[src/rtl/iter_div_axis.sv]
// iter_div_axis: multi-cycle radix-2 restoring 32-bit divider with AXI-stream operand/result channels
module iter_div_axis #(
  parameter bit SIGNED = 1'b1
) (
  input  logic        clk,
  input  logic        reset,
  input  logic [31:0] s_axis_divisor_tdata,
  input  logic        s_axis_divisor_tvalid,
  output logic        s_axis_divisor_tready,
  input  logic [31:0] s_axis_dividend_tdata,
  input  logic        s_axis_dividend_tvalid,
  output logic        s_axis_dividend_tready,
  output logic        m_axis_dout_tvalid,
  output logic [63:0] m_axis_dout_tdata
);
  typedef enum logic [2:0] {IDLE, PREP, ITER, FIX, DONE} state_t;
  state_t state, state_n;
  logic dvd_full, dvs_full, dvd_hs, dvs_hs, qneg, rneg, ok;
  logic [31:0] dvd, dvs, d, q, rem, sub;
  logic [32:0] sh;
  logic [4:0] cnt;
  function automatic logic [31:0] mag(input logic [31:0] x);
    return (SIGNED && x[31]) ? -x : x;
  endfunction
  assign s_axis_dividend_tready = state == IDLE && !dvd_full;
  assign s_axis_divisor_tready = state == IDLE && !dvs_full;
  assign dvd_hs = s_axis_dividend_tvalid && s_axis_dividend_tready;
  assign dvs_hs = s_axis_divisor_tvalid && s_axis_divisor_tready;
  // q holds the remaining dividend bits in its MSBs and collects quotient bits at its LSB
  assign sh = {rem, q[31]};
  assign ok = sh >= {1'b0, d};
  assign sub = sh[31:0] - d;
  always_ff @(posedge clk)
    if (reset) state <= IDLE;
    else state <= state_n;
  always_comb begin
    state_n = state;
    case (state)
      IDLE: state_n = ((dvd_full || dvd_hs) && (dvs_full || dvs_hs)) ? PREP : IDLE;
      PREP: state_n = ITER;
      ITER: state_n = (cnt == 5'd31) ? FIX : ITER;
      FIX: state_n = DONE;
      default: state_n = IDLE;
    endcase
  end
  always_ff @(posedge clk)
    if (reset) begin
      dvd <= '0;
      dvs <= '0;
      dvd_full <= 1'b0;
      dvs_full <= 1'b0;
      d <= '0;
      q <= '0;
      rem <= '0;
      cnt <= '0;
      qneg <= 1'b0;
      rneg <= 1'b0;
      m_axis_dout_tvalid <= 1'b0;
      m_axis_dout_tdata <= '0;
    end else begin
      if (dvd_hs) begin
        dvd <= s_axis_dividend_tdata;
        dvd_full <= 1'b1;
      end
      if (dvs_hs) begin
        dvs <= s_axis_divisor_tdata;
        dvs_full <= 1'b1;
      end
      m_axis_dout_tvalid <= state == FIX;
      case (state)
        PREP: begin
          q <= mag(dvd);
          d <= mag(dvs);
          rem <= '0;
          cnt <= '0;
          qneg <= SIGNED && (dvd[31] ^ dvs[31]);
          rneg <= SIGNED && dvd[31];
        end
        ITER: begin
          rem <= ok ? sub : sh[31:0];
          q <= {q[30:0], ok};
          cnt <= cnt + 5'd1;
        end
        // divide by zero reports the raw dividend, bypassing sign fix-up
        FIX: m_axis_dout_tdata <= (dvs == '0) ? {32'hFFFF_FFFF, dvd} : {qneg ? -q : q, rneg ? -rem : rem};
        DONE: begin
          dvd_full <= 1'b0;
          dvs_full <= 1'b0;
        end
        default: ;
      endcase
    end
endmodule

[config.mk]
export PLATFORM = sky130hd
export DESIGN_NAME = iter_div_axis
export DESIGN_NICKNAME = d
export VERILOG_FILES = /design/src/rtl/iter_div_axis.sv
export SDC_FILE = /design/constraint.sdc
export NUM_CORES = 1
export LEC_CHECK = 0
export ABC_AREA = 1
export BUFFER_PORTS_ARGS = -buffer_cell sky130_fd_sc_hd__buf_2
export CAP_MARGIN = 15
export CORE_MARGIN = 4
export CORE_UTILIZATION = 60
export CTS_CLUSTER_DIAMETER = 30
export DETAILED_ROUTE_END_ITERATION = 12
export HOLD_SLACK_MARGIN = 0.1
export MAX_ROUTING_LAYER = met4
export PLACE_DENSITY = 0.9
export SLEW_MARGIN = 30
export SYNTH_ARGS = -nofsm -noshare
export SYNTH_HDL_FRONTEND = slang
export SYNTH_SLANG_ARGS = --single-unit
[constraint.sdc]
create_clock -name clk -period 3.2 [get_ports clk]
set_input_delay 0.8 -clock clk [delete_from_list [all_inputs] [get_ports clk]]
set_output_delay 0.8 -clock clk [all_outputs]
set_load 0.02 [all_outputs]
==> metrics.txt <==
status finished clean; post-synth cell types 42; mux share of post-synthesis cell area 0%; pre-CTS WS 0.580 ns; CP Data Arrival Time approximately 3.2 ns; largest family of logic cells by synthesized area simple AND/OR/NAND/NOR gates; DP HPWL between 30000 and 40000 um; CP startpoint dvs[0]; maximum clock path buffer count 3; Final setup violation count 0; DIE HEIGHT between 150 and 200 um; all-layer global routing usage a little under two fifths; grt ovf 0; initial antenna violation count 1; Initial Utilization roughly three fifths; final wirelength 52600 um; Critical Path RT between 3 and 4 ns; worst rel slew slack 41.2%; Leakage 8.55 nW; Die ar. between 20000 and 30000 um^2; worst clock skew 0.0381 ns; DR WL/cell about 18 um; CP max-delay cell nor2_4; routed vias approximately 17000; sequential fraction of the synthesis area 31.5%; # DRC 0; post-synthesis adder-cell area fraction ~3.3%; Placer Congestion 1.09; row count 57; 1st-pass router iterations 6; CTS buffer count 50; RSZ-0062 raised after global routing false; Post-Synth XOR/XNOR Area under 10%; critical path startpoint category flop; largest net degree at the start of global routing about 140; YS warnings 0; Cell Area, Synth 15000 um^2; final setup TNS 0 ns; Die Wd 166 um; Peak VDD IR around 0.96 mV; DR iter-0 viols around 2300; overall power approximately 21 mW; fmax roughly 360 MHz; number of global-route vias before repair about 16000; post-layout worst setup margin around 0.38 ns; Worst R2R Start dvs[0]; number of setup buffers added after CTS 0; PD cells about 1200 nW/um^2; Crit Path Category reg2reg; Hold Startpoint m_axis_dout_tdata[11]; slew of the pin with the lowest slew margin slightly below 0.9 ns; period utilization just under 90%; # port buffers about 130; Max FO, Critical Path 34; Worst-Skew Late Latency between 0.5 and 0.6 ns; CP bufs+invs 3; CTS root buffer clkbuf_16; IO Count approximately 140; Sink Count 236; Mapped Cells 2440; DRT antenna net count 0; Avg Cell Area, Syn slightly above 6 um^2; maxcap violations 0; clock slew at reported path FFs approximately 0.050 ns; first-pass GRT wire length 82400 um; Layout Nets between 2000 and 3000; cell family with most CP delay simple AND/OR/NAND/NOR gates; max-slew violations 0; Cell Chain, Critical Path inv_1 > ha_1 > inv_1 > nor3_2 > nand3_2 > nor3_4 > nand2_2 > nor2_4 > buf_4 > a21oi_1 > o21ai_0 > a21oi_1; Hold Crit Class reg2reg; Vias/cell 5.84; final hold violations 0; layout cells sized above 1 a little over a tenth; crit-path max cell delay slightly above 0.4 ns; Crit. End Element flop; Area Growth Syn to Fin 17.5%; H-Tree Depth 2; simple-gate share of the synthesized area roughly a third; Core ar. roughly 24000 um^2; #FFs+latches synth 236; Tmin final 2.82 ns; Compound-Gate Fraction of Synth Area between 10% and 20%; TritonCTS clock tree yes; Net Count, Synth ~2500
## metal layers
| metal | vias to the layer above | share of wire (%) | global-route usage, % |
|---|---|---|---|
| met2 | 1029 | 46 | 60.5 |
| met1 | 7682 | 39 | 46.4 |
| met4 | 0 | 5.1 | 16.3 |
| met5 | - | 0 | - |
| li1 | 8084 | - | - |
| met3 | 187 | 9.6 | 5.45 |
## area by class of cell
class | count | area (um^2)
timing repair buffer | 157 | 871
fill | 2027 | 6860
sequential | 236 | 4720
clock buffer | 60 | 1350
antenna | 1 | 2.50
multi-input combinational | 1747 | 8530
clock inverter | 32 | 418
inverter | 349 | 1310
tap | 324 | 405
## cells in the final DEF, fill, tap and decap left out, types with 7 or more instances in the layout
cell type / Yosys / layout
nand2_1: 620 / 619
inv_1: 342 / 341
a21oi_1: 251 / 251
dfxtp_1: 236 / 236
nand3_1: 225 / 225
nor2_1: 224 / 223
o21ai_0: 167 / 167
buf_2: 10 / 133
xor2_1: 55 / 55
clkbuf_16: 0 / 50
ha_1: 38 / 38
a31oi_1: 27 / 27
nor3_1: 25 / 24
nand4_1: 22 / 22
buf_4: 3 / 22
o22ai_1: 16 / 16
xnor2_1: 16 / 16
o211ai_1: 11 / 11
clkinv_2: 0 / 9
nand3b_1: 8 / 8
and2_1: 7 / 7
bufinv_16: 0 / 7
## registers in the layout, summed over array words and instances (netlist names), 3 cells and up
register and count:
q 32, dvs 32, cnt 5, dvd 32, rem 32, d 32, m_axis_dout_tdata 64, state 3
## through the flow
| stage | hold slack [ns] | area [um^2] | std cells | util (%) |
|---|---|---|---|---|
| after CTS | 0.460 | 17600 | 2905 | 71.9 |
| after detailed placement | 0.452 | 15800 | 2813 | 64.7 |
| after floorplan | 0.437 | 15000 | 2440 | - |
| after global placement | 0.452 | 15800 | 2813 | 64.7 |
| after global routing | 0.491 | 17600 | 2906 | 72.0 |
| final | 0.461 | 17600 | 2906 | 72.0 |
## report_power, final
| group | internal [mW] | total [mW] | leakage (nW) | switching [mW] |
|---|---|---|---|---|
| Clock | 3.58 | 5.37 | 0.856 | 1.79 |
| Combinational | 3.80 | 12.3 | 5.77 | 8.55 |
| Sequential | 3.28 | 3.68 | 1.92 | 0.397 |
## final timing paths
check                                             end  slack (ns)  depth (start not counted)
worst max-delay path             m_axis_dout_tdata[9]        0.38                         12
worst min-delay path            m_axis_dout_tdata[11]        0.46                          2
worst max register to register   m_axis_dout_tdata[9]        0.38                         12
worst min register to register  m_axis_dout_tdata[11]        0.46                          2
## worst min-delay path, delay by kind of cell, from the launching register on
kind             cells  cell delay, ns
AO/OA/AOI/OAI        1            0.05
flip-flops           1            0.30
AND/OR/NAND/NOR      1            0.06
## kinds of logic (layout without fill, tap and decap cells)
logic type                 count (synthesis)  count (layout)
AOI/OAI and AO/OA                        484             484
other                                      0               1
and+or+nand+nor                         1153            1153
DFF                                      236             236
adders and majority gates                 39              39
buffers and inverters                    457             598
xor gates and xnor gates                  71              71
## repair_timing
| action | CTS | global route |
|---|---|---|
| setup endpoints to repair | 0 | 1 |
| gates resized for setup | 0 | 1 |
| hold buffers | 0 | 0 |
## Yosys cell counts (all sizes together)
cell	n	area, um^2
o31ai	3	22.5
nor2	225	852
fa	1	20.0
and2	7	43.8
o211ai	11	82.6
xnor2	16	140
o221ai	1	8.76
nor3	31	191
a211oi	1	7.51
inv	346	1300
o21bai	1	7.51
nand3b	8	60.1
a31oi	27	169
buf	23	133
a221oi	3	26.3
o22ai	16	100
xor2	55	482
a22oi	1	7.51
clkbuf	85	319
nand3	227	1150
a21o	1	7.51
a21oi	252	1260
nand2	622	2340
or2	6	37.5
o21ai	167	836
clkinv	3	11.3
nor3b	1	7.51
nand4	22	138
nor4	4	25.0
ha	38	475
dfxtp	236	4720
Power figures use the tool's default switching activity.
